File: src/rtl/aes_pkg.sv
// Shared AES constants, ShiftRows byte-index tables and a byte-extract helper.
package aes_pkg;

  localparam int unsigned AES_STATE_W   = 128;
  localparam int unsigned AES_BYTE_W    = 8;
  localparam int unsigned AES_NUM_BYTES = AES_STATE_W / AES_BYTE_W;

  // Output byte k takes input byte INV_SHIFT_IDX[k] (decrypt direction).
  localparam logic [3:0] INV_SHIFT_IDX [16] = '{
    4'd0,  4'd13, 4'd10, 4'd7,
    4'd4,  4'd1,  4'd14, 4'd11,
    4'd8,  4'd5,  4'd2,  4'd15,
    4'd12, 4'd9,  4'd6,  4'd3
  };

  // Output byte k takes input byte SHIFT_IDX[k] (encrypt direction).
  localparam logic [3:0] SHIFT_IDX [16] = '{
    4'd0,  4'd5,  4'd10, 4'd15,
    4'd4,  4'd9,  4'd14, 4'd3,
    4'd8,  4'd13, 4'd2,  4'd7,
    4'd12, 4'd1,  4'd6,  4'd11
  };

  // Byte k sits at bits [127-8k -: 8], so byte 0 is the most significant.
  function automatic logic [AES_BYTE_W-1:0] aes_get_byte(input logic [AES_STATE_W-1:0] state,
                                                         input logic [3:0]             k);
    logic [AES_STATE_W-1:0] shifted;
    shifted = state << (AES_BYTE_W * k);
    return shifted[AES_STATE_W-1 -: AES_BYTE_W];
  endfunction

endpackage

File: src/rtl/inv_shift_row_perm.sv
// Combinational ShiftRows byte permutation; fwd_mode_i = 1 selects the forward order.
module inv_shift_row_perm
  import aes_pkg::*;
(
  input  logic                   fwd_mode_i,
  input  logic [AES_STATE_W-1:0] data_i,
  output logic [AES_STATE_W-1:0] data_o
);

  always_comb begin
    data_o = '0;
    for (int k = 0; k < AES_NUM_BYTES; k++) begin
      data_o[AES_STATE_W-1-AES_BYTE_W*k -: AES_BYTE_W] =
          aes_get_byte(data_i, fwd_mode_i ? SHIFT_IDX[k] : INV_SHIFT_IDX[k]);
    end
  end

endmodule

File: src/rtl/inv_shift_row.sv
// InvShiftRows pipeline stage with registered output and a skid register.
// Define INV_SHIFT_ROW_FWD_EN to add the per-beat invShiftRow_fwd_mode input.
module inv_shift_row
  import aes_pkg::*;
#(
  parameter int unsigned DATA_WIDTH = AES_STATE_W
) (
  input  logic                  clk,
  input  logic                  rst_n,
  input  logic                  invShiftRow_valid_in,
  output logic                  invShiftRow_ready_in,
  input  logic [DATA_WIDTH-1:0] invShiftRow_data_in,
  output logic [DATA_WIDTH-1:0] invShiftRow_data_out,
  output logic                  invShiftRow_valid_out,
`ifdef INV_SHIFT_ROW_FWD_EN
  input  logic                  invShiftRow_fwd_mode,
`endif
  input  logic                  invShiftRow_ready_out
);

  logic                  or_valid_q, or_valid_d;
  logic                  sk_valid_q, sk_valid_d;
  logic [DATA_WIDTH-1:0] or_data_q, or_data_d;
  logic [DATA_WIDTH-1:0] sk_data_q, sk_data_d;
  logic [DATA_WIDTH-1:0] perm_data;
  logic                  fwd_mode;
  logic                  accept;
  logic                  drain;

`ifdef INV_SHIFT_ROW_FWD_EN
  assign fwd_mode = invShiftRow_fwd_mode;
`else
  assign fwd_mode = 1'b0;
`endif

  // Permute before storage so the mode is bound to its beat at acceptance.
  inv_shift_row_perm u_perm (
    .fwd_mode_i (fwd_mode),
    .data_i     (invShiftRow_data_in),
    .data_o     (perm_data)
  );

  always_comb begin
    invShiftRow_ready_in  = ~sk_valid_q;
    invShiftRow_valid_out = or_valid_q;
    invShiftRow_data_out  = or_data_q;
    accept = invShiftRow_valid_in & ~sk_valid_q;
    drain  = or_valid_q & invShiftRow_ready_out;
  end

  always_comb begin
    or_valid_d = or_valid_q;
    or_data_d  = or_data_q;
    sk_valid_d = sk_valid_q;
    sk_data_d  = sk_data_q;
    if (drain) begin
      if (sk_valid_q) begin
        // ready_in is low whenever SK is full, so no accept can coincide here.
        or_data_d  = sk_data_q;
        sk_valid_d = 1'b0;
      end else if (accept) begin
        or_data_d = perm_data;
      end else begin
        or_valid_d = 1'b0;
      end
    end else if (accept) begin
      if (or_valid_q) begin
        sk_valid_d = 1'b1;
        sk_data_d  = perm_data;
      end else begin
        or_valid_d = 1'b1;
        or_data_d  = perm_data;
      end
    end
  end

  always_ff @(posedge clk or negedge rst_n) begin
    if (!rst_n) begin
      or_valid_q <= 1'b0;
      sk_valid_q <= 1'b0;
      or_data_q  <= '0;
      sk_data_q  <= '0;
    end else begin
      or_valid_q <= or_valid_d;
      sk_valid_q <= sk_valid_d;
      or_data_q  <= or_data_d;
      sk_data_q  <= sk_data_d;
    end
  end

endmodule

File: config.mk
export PLATFORM = sky130hd
export DESIGN_NAME = inv_shift_row
export DESIGN_NICKNAME = d
export VERILOG_FILES = /design/src/rtl/aes_pkg.sv /design/src/rtl/inv_shift_row_perm.sv /design/src/rtl/inv_shift_row.sv
export SDC_FILE = /design/constraint.sdc
export NUM_CORES = 1
export LEC_CHECK = 0
export CORE_MARGIN = 1.5
export CORE_UTILIZATION = 38
export DETAILED_ROUTE_END_ITERATION = 8
export GPL_TIMING_DRIVEN = 0
export PLACE_DENSITY_LB_ADDON = 0.12
export SYNTH_ARGS = -nofsm -noshare
export SYNTH_HDL_FRONTEND = slang
export SYNTH_SLANG_ARGS = --single-unit
export TNS_END_PERCENT = 10
File: constraint.sdc
create_clock -name clk -period 2.3 [get_ports clk]
set_input_delay 0.23 -clock clk [delete_from_list [all_inputs] [get_ports clk]]
set_output_delay 0.23 -clock clk [all_outputs]
set_load 0.005 [all_outputs]
==> results of run 1 <==
==> cells by family after synthesis <==
logic type | Yosys count | synth area share
AOI/OAI and AO/OA | 259 | 0.192
adders and majority gates | 1 | 0.000997
buffers and inverters | 99 | 0.0458
DFF | 258 | 0.515
muxes | 130 | 0.117
and+or+nand+nor | 259 | 0.130
==> registers in the layout (all words and copies together) (netlist names) <==
name	count
invShiftRow_valid_out	1
sk_valid_q	1
invShiftRow_data_out	128
sk_data_q	128
==> worst paths after layout <==
path	from	endpoint	slack, ns	depth (start not counted)
hold reg to reg	sk_data_q[57]	sk_data_q[57]	0.48	1
min in group asynchronous	rst_n	invShiftRow_data_out[105]	0.27	2
max in group asynchronous	rst_n	invShiftRow_data_out[60]	1.09	3
setup / recovery	sk_valid_q	invShiftRow_ready_in	0.08	2
setup reg to reg	invShiftRow_valid_out	invShiftRow_data_out[83]	0.14	8
hold / removal	invShiftRow_valid_in	invShiftRow_data_out[110]	0.23	4
==> synth_stat cells, drive strengths merged (2+ instances only) <==
cell type	instances
a22o	128
o32a	126
clkbuf	47
buf	49
nand2	3
o21ai	2
inv	3
nand2b	128
and2b	6
nor2b	120
mux2	130
dfrtp	258
==> metrics by stage <==
step                setup slack, ns  power (mW)  instance area, um^2
finish                       0.0806        22.7                16800
global route                0.00438        24.2                16800
CTS                          0.0170        23.0                16800
detailed placement           -0.672        18.1                15800
global placement             -10.99        17.9                15700
floorplan                     0.250        13.4                12500
==> worst min-delay path, cell delays in order <==
cell	delay, ns
sky130_fd_sc_hd__buf_2	0.18
sky130_fd_sc_hd__nand2b_1	0.09
sky130_fd_sc_hd__a22o_1	0.11
sky130_fd_sc_hd__o32a_1	0.12
==> layout make-up <==
class | instances | area, um^2 | area share
Buffer | 94 | 568 | 0.0339
Clock buffer | 47 | 896 | 0.0535
Clock inverter | 4 | 70.1 | 0.00418
Inverter | 3 | 12.5 | 0.000747
Multi-Input combinational cell | 649 | 5520 | 0.329
Sequential cell | 258 | 6460 | 0.385
Tap cell | 442 | 553 | 0.0330
Timing Repair Buffer | 264 | 2680 | 0.160
==> power groups by stage <==
stage / clock, mW / combinational, mW / sequential [mW]
floorplan: 0 / 5.41 / 8.04
global placement: 0 / 9.67 / 8.21
detailed placement: 0 / 9.83 / 8.25
CTS: 4.87 / 9.93 / 8.17
global route: 5.07 / 10.7 / 8.45
finish: 4.74 / 9.75 / 8.16
==> routing by layer <==
layer	global-route usage	routed length, um
met5	0	41
met4	0.0446	695
met3	0.0476	2190
met2	0.339	16500
met1	0.282	15800
==> repair_timing <==
| item | 4_1_cts | 5_1_grt |
|---|---|---|
| hold buffers | 1 | 0 |
| gates resized for setup | 10 | 3 |
| hold endpoints to repair | 82 | 0 |
| pin swaps | 0 | 0 |
| setup endpoints to repair | 129 | 11 |
| buffers inserted | 1 | 0 |
==> run summary, run 1 <==
SYNTH
-------------------------------------------------------------------------------------
Mean Syn Cell Area                                                          12.5 um^2
Netlist Area Pre-Place                                                    0.0125 mm^2
Nets in the synthesized netlist                                                  1139
Most used flip-flop cell after synthesis                                 sky130_fd_sc_hd__dfrtp_1
Post-synthesis async set-or-reset flop share                                     1.00
Warnings, synthesis                                                                 0
Cell count after synthesis                                                       1006
Synth top area cells                                                     sky130_fd_sc_hd__dfrtp_1 51%, sky130_fd_sc_hd__mux2_1 11%, sky130_fd_sc_hd__o32a_1 10%
Number of flip-flops and latches in the synthesized netlist                       258
Fraction of synthesized cell area taken by the top area cell type               0.515
Most area-hungry cell type in the Yosys netlist                          sky130_fd_sc_hd__dfrtp_1
Post-synth cell types                                                              24
Share of synthesized area occupied by flip-flops and latches                    0.515
Post-synth EDFFs                                                                    0

HOLD PATH
-------------------------------------------------------------------------------------
Path type of the worst min-delay path                                    input port to flop

PWR
-------------------------------------------------------------------------------------
Switching pwr                                                                 7.31 mW
Worst VDD drop                                                             0.000720 V
Net switching fraction of the power                                             0.323
Design internal power                                                         15.3 mW
Register share of total power                                                   0.360
Comb pwr share                                                                  0.430
Power per Cell Area                                                      1350 mW/mm^2
Clock group share of total power                                                0.209
Leakage power                                                                 6.88 nW

PLACEMENT
-------------------------------------------------------------------------------------
Number of I/O port buffers                                                        260
Routability-driven placement congestion ratio                                   0.739
Total placed cells including tap cells                                           1710
Detail Placement HPWL                                                        23800 um

CELLS AND AREA
-------------------------------------------------------------------------------------
Post-route core utilization                                                     0.515
Diodes inserted                                                                     0
Highest-count cells in the layout ignoring fill and taps                 259 x sky130_fd_sc_hd__clkdlybuf4s50_1, 257 x sky130_fd_sc_hd__dfrtp_1, 128 x sky130_fd_sc_hd__nand2b_1, 128 x sky130_fd_sc_hd__a22o_1, 126 x sky130_fd_sc_hd__o32a_1
Fillers                                                                          2938
Ratio of cells with drive above 1 in the final layout                          0.0864
Final standard cell count with taps included and fillers excluded                1761
Most frequent standard cell in the layout excluding fill and tap cells   sky130_fd_sc_hd__clkdlybuf4s50_1
Final layout net count                                                           1434
Area growth, synth to finish                                                    33.6%

ROUTE
-------------------------------------------------------------------------------------
Antenna viol nets, final                                                            0
Wire length after detailed routing                                           35200 um
Post-route DRC violation count                                                      0
Count of TritonRoute iterations in the first routing pass                           4
DR WL/cell                                                                    20.0 um
Vias after detailed routing                                                      9344
DRC marker count from the first detailed-route iteration                          430
Vias per cell                                                                    5.31

TIMING
-------------------------------------------------------------------------------------
Fmax achieved                                                               0.451 GHz
Hold_ws                                                                      0.226 ns
Final Max Tran Viols                                                                0
Setup Total Neg Slack                                                            0 ns
Max Clock Skew                                                             0.00857 ns
Setup violators final                                                               0
Worst max-slew margin expressed relative to the limit                           0.540
Slew at the pin with the worst max-slew slack                                0.690 ns
Final min period                                                              2.22 ns
Number of hold-slack violations in the final timing report                          0
Final cycle utilization of the critical path                                    0.965
Unrepaired setup endpoints after global routing                                 false

CLOCK NETWORK
-------------------------------------------------------------------------------------
Maximum number of buffers from clock root to sink                                   3
Clock insertion delay at the later pin of the skew report                     0.55 ns
Root buffer selected by CTS                                              sky130_fd_sc_hd__clkbuf_16
Clock-pin transition on the worst setup and hold timing paths                 0.05 ns
TritonCTS clock tree                                                              yes
TritonCTS sink count                                                              258
Level count of the clock H-tree                                                     1
Number of buffers added by the clock tree synthesis step                           31

GRT
-------------------------------------------------------------------------------------
Vias in the first global route                                                   9751
Antenna violations before repair                                                    3
Largest net degree at the start of global routing                                  89
Total track usage                                                               0.208
Wire length of the first global-routing pass                                 55800 um
Sum of overflow across all layers after global routing                              0

DIE
-------------------------------------------------------------------------------------
Die Span Y                                                                     185 um
FP Rows                                                                            66
Placeable core region                                                     0.0325 mm^2
Area enclosed by the die boundary                                         0.0341 mm^2
Number of ports placed on the die boundary                                        262
Horizontal extent of the die                                                   185 um
Initial core utilization                                                        0.386

RUN
-------------------------------------------------------------------------------------
Total of max-cap violations                                                         0

SETUP PATH
-------------------------------------------------------------------------------------
Critical setup path kind                                                 flop to output pin
Largest driver fanout on the critical path                                         19
Critical Path Source Type                                                        flop
Maximum cell stage delay along the critical path                              0.57 ns
Sort of element at the end of the critical path                            output pin
Worst path cell trace                                                    clkinv_2 > clkdlybuf4s50_1
Slowest-stage cell, CP                                                   sky130_fd_sc_hd__clkdlybuf4s50_1
Combined buffer and inverter count along the critical path                          2
Worst path arrival time                                                       1.99 ns
Family with the most delay on the worst path                             buffers and inverters
Data required time of the critical path                                       2.07 ns

STATUS
-------------------------------------------------------------------------------------
Result of the run                                                        finished clean

Power figures use the tool's default switching activity.
==> inputs of run 2 (changes only) <==
- clock period: 2.3 -> 2.1 ns (I/O delays scaled with it)
==> run 2 against run 1 <==
Net effect: register-to-register slack lost 0.05 ns; sequential cell count unchanged; routed wire length grew 0.89%; sequential share of layout area decreased by 0.096 points; cell count is 0.11% higher; critical path depth unchanged; via count up 0.25%; highest routed layer unchanged; clock-buffer cell count did not move; first-iteration DRC count stayed put.
==> run summary, run 2 (synthesis results as in run 1) <==
ROUTE
-------------------------------------------------------------------------------------
Wire length after detailed routing                                           35500 um
Antenna viol nets, final                                                            0
Count of TritonRoute iterations in the first routing pass                           4
DRC marker count from the first detailed-route iteration                          430
Post-route DRC violation count                                                      0
DR WL/cell                                                                    20.2 um
Vias per cell                                                                    5.31
Vias after detailed routing                                                      9367

SETUP PATH
-------------------------------------------------------------------------------------
Data required time of the critical path                                       1.89 ns
Worst path arrival time                                                       1.83 ns
Largest driver fanout on the critical path                                         19
Sort of element at the end of the critical path                            output pin
Critical Path Source Type                                                        flop
Critical setup path kind                                                 flop to output pin

CELLS AND AREA
-------------------------------------------------------------------------------------
Fillers                                                                          2931
Highest-count cells in the layout ignoring fill and taps                 259 x sky130_fd_sc_hd__clkdlybuf4s50_1, 256 x sky130_fd_sc_hd__dfrtp_1, 128 x sky130_fd_sc_hd__nand2b_1, 128 x sky130_fd_sc_hd__a22o_1, 126 x sky130_fd_sc_hd__o32a_1
Multi-input combinational cell area                                      0.00553 mm^2
Post-route core utilization                                                     0.516
Most frequent standard cell in the layout excluding fill and tap cells   sky130_fd_sc_hd__clkdlybuf4s50_1
Area growth, synth to finish                                                    33.9%
Ratio of cells with drive above 1 in the final layout                          0.0924
Final layout net count                                                           1436
Diodes inserted                                                                     0
Area used by sequential logic in the layout                              0.00646 mm^2

PLACEMENT
-------------------------------------------------------------------------------------
Routability-driven placement congestion ratio                                   0.739
Number of I/O port buffers                                                        260
Detail Placement HPWL                                                        23800 um

TIMING
-------------------------------------------------------------------------------------
Fmax achieved                                                               0.490 GHz
Setup violators final                                                               0
Setup Total Neg Slack                                                            0 ns
Final cycle utilization of the critical path                                    0.972
Final min period                                                              2.04 ns
Worst max-slew margin expressed relative to the limit                           0.546
Unrepaired setup endpoints after global routing                                  true
Slew at the pin with the worst max-slew slack                                0.681 ns
Number of hold-slack violations in the final timing report                          0
Final Max Tran Viols                                                                0
Max Clock Skew                                                             0.00920 ns

HOLD PATH
-------------------------------------------------------------------------------------
Path type of the worst min-delay path                                    input port to flop

CLOCK NETWORK
-------------------------------------------------------------------------------------
Maximum number of buffers from clock root to sink                                   3
Root buffer selected by CTS                                              sky130_fd_sc_hd__clkbuf_16
Level count of the clock H-tree                                                     1
TritonCTS sink count                                                              258
Clock insertion delay at the later pin of the skew report                     0.55 ns
Clock-pin transition on the worst setup and hold timing paths                 0.06 ns
Number of buffers added by the clock tree synthesis step                           31
TritonCTS clock tree                                                              yes

GRT
-------------------------------------------------------------------------------------
Sum of overflow across all layers after global routing                              0
Vias in the first global route                                                   9760
Antenna violations before repair                                                    3
Largest net degree at the start of global routing                                  89
Total track usage                                                               0.209
Wire length of the first global-routing pass                                 56000 um

PWR
-------------------------------------------------------------------------------------
Power per Cell Area                                                      1480 mW/mm^2
Design Power                                                                  24.9 mW
Leakage power                                                                 6.91 nW
Worst VDD drop                                                             0.000791 V

STATUS
-------------------------------------------------------------------------------------
Result of the run                                                        finished clean

DIE
-------------------------------------------------------------------------------------
Placeable core region                                                     0.0325 mm^2
Horizontal extent of the die                                                   185 um
Die Span Y                                                                     185 um
Area enclosed by the die boundary                                         0.0341 mm^2
Initial core utilization                                                        0.386
Number of ports placed on the die boundary                                        262
FP Rows                                                                            66

RUN
-------------------------------------------------------------------------------------
Total of max-cap violations                                                         0

## run 2: through the flow
stage          worst slack [ns]  instances  hold WS (ns)  area, um^2
2_1_floorplan            0.0500       1006       -0.0856       12500
3_3_place_gp             -11.17       1708         0.467       15700
3_5_place_dp             -0.872       1710         0.269       15800
4_1_cts                  0.0203       1762         0.185       16800
5_1_grt                -0.00160       1763         0.222       16800
6_report                 0.0587       1763         0.209       16800
## run 2: what timing repair did
item | in CTS | in global routing
setup endpoints to repair | 129 | 116
cloned | 1 | 0
hold buffers | 1 | 0
buffers inserted | 1 | 1
endpoints found under the hold margin | 82 | 0
pin swaps | 1 | 0
gates resized for setup | 19 | 11
## run 2: worst max-delay path, cell delays in order, from the launching register on
cell	delay, ns
sky130_fd_sc_hd__dfrtp_2	0.46
sky130_fd_sc_hd__inv_4	0.26
sky130_fd_sc_hd__clkdlybuf4s50_1	0.56
## run 2: final timing paths
path	from	endpoint	slack [ns]	cells past startpoint
max reg2reg	sk_valid_q	invShiftRow_data_out[67]	0.09	7
min in group asynchronous	rst_n	invShiftRow_data_out[105]	0.26	2
min	invShiftRow_valid_in	invShiftRow_data_out[110]	0.21	4
min reg2reg	sk_data_q[17]	sk_data_q[17]	0.48	1
max	sk_valid_q	invShiftRow_ready_in	0.06	2
max in group asynchronous	rst_n	invShiftRow_data_out[60]	0.90	3
## run 2: final cells by class
cell class / count / area share
plain buffers: 94 / 0.0355
clock buffers: 47 / 0.0533
clock inverters: 4 / 0.00417
repair buffers: 265 / 0.160
well taps: 442 / 0.0329
multi-input cells: 650 / 0.329
inverters: 3 / 0.000819
flip-flops and latches: 258 / 0.384
## run 2: report_power, final
| part | internal, mW | leakage, nW | switching [mW] |
|---|---|---|---|
| combinational | 6.18 | 3.41 | 4.60 |
| sequential | 7.56 | 3.02 | 1.39 |
| clock | 3.13 | 0.473 | 2.07 |
## run 2: per-layer routing
metal,vias to the layer above,share of wire,global-route usage
met3,57,0.059,0.0488
met1,4731,0.45,0.284
li1,4352,-,-
met2,221,0.47,0.341
met5,-,0.0012,0
met4,6,0.020,0.0446
==> edit 1: new RTL, flow settings as in run 1 <==
Take the reset off `or_data_q` and `sk_data_q` and load them in a clocked block of their own.
--- a/src/rtl/inv_shift_row.sv
+++ b/src/rtl/inv_shift_row.sv
@@ -78,14 +78,15 @@
     if (!rst_n) begin
       or_valid_q <= 1'b0;
       sk_valid_q <= 1'b0;
-      or_data_q  <= '0;
-      sk_data_q  <= '0;
     end else begin
       or_valid_q <= or_valid_d;
       sk_valid_q <= sk_valid_d;
-      or_data_q  <= or_data_d;
-      sk_data_q  <= sk_data_d;
     end
+  end
+
+  always_ff @(posedge clk) begin
+    or_data_q <= or_data_d;
+    sk_data_q <= sk_data_d;
   end
 
 endmodule
Formal check against the unedited RTL: not equivalent (a bounded check fails within 4 cycles, from zero or initial values and one cycle with rst_n low).
==> edit 1 against run 1 <==
  * Count of clock-buffer cells in the layout down 12
  * Synthesized area down 21%
  * Critical path depth up 6
  * Cell area down 15%
  * Worst setup slack better by 0.10 ns
  * Sequential cell count unchanged
  * Via count down 48%
  * Routed wire length down 44%
Power is not compared: it rests on default switching activity, and its combinational part moved more than twofold at a synthesized area within 25%.
==> edit 1: results (changes against run 1) <==
fillers 2009 (was 2938); PortBufs 261 (was 260); worst skew pair latency 0.53 ns (was 0.55 ns); top cells by area, synth edfxtp_1, mux2_4, buf_12 (was dfrtp_1, mux2_1, o32a_1); Synth top cells by count edfxtp_1, mux2_4, buf_12 (was dfrtp_1, a22o_1, nand2b_1); pre-CTS setup slack -0.273 ns (was -0.672 ns); Reg area 7740 um2 (was 6460 um2); multi-input logic portion of the cell area 14.1% (was 32.9%); final cell count without fillers 1072 (was 1761); Top Layer Used met4 (was met5); register area share after synthesis 77.7% (was 51.5%); Multi-In Gates 140 (was 649); first-pass GRT wire length 29400 um (was 55800 um); final net count 849 (was 1434); Hold Crit Start invShiftRow_data_in[16] (was invShiftRow_valid_in); Setup Skew 0.0151 ns (was 0.00857 ns); mux contribution to synthesized area 19.1% (was 11.7%); Max transition margin 75.7% (was 54.0%); synth unique cells 17 (was 24); adder-cell area share of the yosys netlist 0.126% (was 0.0997%); ys async rst share 0.775% (was 100%); DP Cell Count 1019 (was 1710); WL met3 2160 um (was 2190 um); Non-CTS inverters 1 (was 3); Synth top area share 77.2% (was 51.5%); bufs w/o clock 287 (was 358); final core occ 54.7% (was 51.5%); CTS Buf Count 28 (was 31); Layout clock area frac 6.35% (was 5.76%); Syn Nets 546 (was 1139); M1 GR Usage 18.0% (was 28.2%); vias per cell 4.55 (was 5.31); Post-Route M1 WL 7990 um (was 15800 um); Synth Area in Compound Gates 0.0879% (was 19.2%); initial antenna violation count 0 (was 3); NonClk Buf Share 22.0% (was 19.4%); Layout area overhead 42.2% (was 33.6%); First DRT Iteration DRCs 226 (was 430); layout cells sized above 1 26.5% (was 8.64%); highest-delay cell along the critical path dfrtp_1 (was clkdlybuf4s50_1); met2 Use GR 22.7% (was 33.9%); wire length on met2 9350 um (was 16500 um); Post-DP Area 13200 um2 (was 15800 um2); Critical Path Max Stage Delay 0.42 ns (was 0.57 ns); sequential group power 5.16 mW; final WL 19900 um (was 35200 um); RD Place Congestion 0.720 (was 0.739); GRT Overall Usage 14.2% (was 20.8%); CP Data Arrival Time 2.34 ns (was 1.99 ns); status finished clean (unchanged); Seq/total area 54.6% (was 38.5%); CLK BUF 35 (was 47); met3 Use GR 5.45% (was 4.76%); largest net degree at the start of global routing 65 (was 89)
[edit 1: cell count changes after synthesis, moves of 21 or more]
cell      delta
mux2_1     -120
mux2_4     +120
nand2b_1   -127
buf_2       -21
nor2b_1    -118
clkbuf_1    -47
dfrtp_1    -256
a22o_1     -128
edfxtp_1   +256
o32a_1     -126
[edit 1: final timing paths]
check / to / slack, ns / cells after the start
setup / recovery: invShiftRow_data_out[98] / 0.19 / 8
hold / removal: sk_data_q[112] / 0.28 / 1
setup reg to reg: invShiftRow_data_out[98] / 0.19 / 8
hold reg to reg: invShiftRow_data_out[107] / 0.54 / 1
max in group asynchronous: invShiftRow_valid_out / 1.68 / 2
min in group asynchronous: sk_valid_q / 0.48 / 2
[edit 1: timing repair]
action,in CTS,in global routing
resized for setup,0,0
endpoints found under the setup margin,3,0
hold endpoints to repair,2,0
buffers inserted,1,0
hold buffers,1,0
==> edit 2: new RTL, settings of run 1 <==
Without the edit above. Build with the macro `INV_SHIFT_ROW_FWD_EN` defined.
--- a/src/rtl/inv_shift_row.sv
+++ b/src/rtl/inv_shift_row.sv
@@ -1,5 +1,7 @@
 // InvShiftRows pipeline stage with registered output and a skid register.
 // Define INV_SHIFT_ROW_FWD_EN to add the per-beat invShiftRow_fwd_mode input.
+`define INV_SHIFT_ROW_FWD_EN
+
 module inv_shift_row
   import aes_pkg::*;
 #(
Ports: changed (added invShiftRow_fwd_mode); port bits go from 262 to 263. The function was not compared with the original's and may differ.
==> edit 2 against run 1 <==
  * Cell area is 1.8% lower
  * Worst setup slack better by 0.11 ns
  * Sequential cell count did not move
  * Clock power increased by 8.0%
  * Combinational power is 18% lower
  * Synthesized area is 3.0% lower
  * Largest power group is now registers
  * Register-to-register slack improved by 0.05 ns
  * Routed wire length decreased by 16%
  * Total power down 6.7%
  * Global-route usage fell by 2.6 points
  * Non-clock buffer count is 43 lower
==> edit 2: results (changes against run 1) <==
Non-CTS inverters 66 (was 3); Syn Nets 983 (was 1139); Critical Path Max Stage Delay 0.42 ns (was 0.57 ns); initial antenna violation count 0 (was 3); WL met3 1810 um (was 2190 um); RD Place Congestion 0.739 (about the same); multi-input logic portion of the cell area 31.1% (was 32.9%); Top Layer Used met4 (was met5); Flop pwr share 38.0% (was 36.0%); crit path max fanout 10 (was 19); hpwl dp 20700 um (was 23800 um); CLK BUF 44 (was 47); met3 Use GR 4.25% (was 4.76%); Synth Instances 849 (was 1006); vias per cell 4.77 (was 5.31); synth unique cells 19 (was 24); wire length on met2 13900 um (was 16500 um); First DRT Iteration DRCs 269 (was 430); M1 GR Usage 24.4% (was 28.2%); GRT Overall Usage 18.2% (was 20.8%); layout cells sized above 1 33.5% (was 8.64%); NonClk Buf Share 18.5% (was 19.4%); internal power 15.2 mW (was 15.3 mW); CP Data Arrival Time 2.53 ns (was 1.99 ns); Die ar. 33100 um2 (was 34100 um2); first-pass GRT wire length 46700 um (was 55800 um); status finished clean (unchanged); VDD IR-drop max 0.711 mV (was 0.720 mV); post-CTS setup buffers 0 (was 1); largest net degree at the start of global routing 106 (was 89); final WL 29700 um (was 35200 um); Multi-In Gates 474 (was 649); highest-delay cell along the critical path dfrtp_1 (was clkdlybuf4s50_1); Post-DP Area 15300 um2 (was 15800 um2); PortBufs 261 (was 260); routed len/inst 18.9 um (was 20.0 um); Seq/total area 39.2% (was 38.5%)
## edit 2: worst paths after layout
check                                          start                       end  slack [ns]  cells after the start
worst min-delay path                           rst_n   invShiftRow_data_out[6]        0.25                      2
min in group clk                invShiftRow_fwd_mode              sk_data_q[2]        0.30                      3
worst max register to register            sk_valid_q  invShiftRow_data_out[78]        0.19                      7
worst max-delay path                      sk_valid_q  invShiftRow_data_out[78]        0.19                      7
max in group asynchronous                      rst_n             sk_data_q[44]        1.07                      3
worst min register to register         sk_data_q[70]             sk_data_q[70]        0.48                      1
## edit 2: cells by family after synthesis
logic type,share of synthesized area [%]
multiplexers,40.4
flip-flops,53.1
buffers and inverters,4.95
AND/OR/NAND/NOR,0.740
AO/OA/AOI/OAI,0.761
adder cells (fa/ha/maj),0.103
## edit 2: what timing repair did
item | 4_1_cts | 5_1_grt
hold buffers | 1 | 0
resized for setup | 0 | 4
endpoints found under the setup margin | 0 | 100
endpoints found under the hold margin | 72 | 0
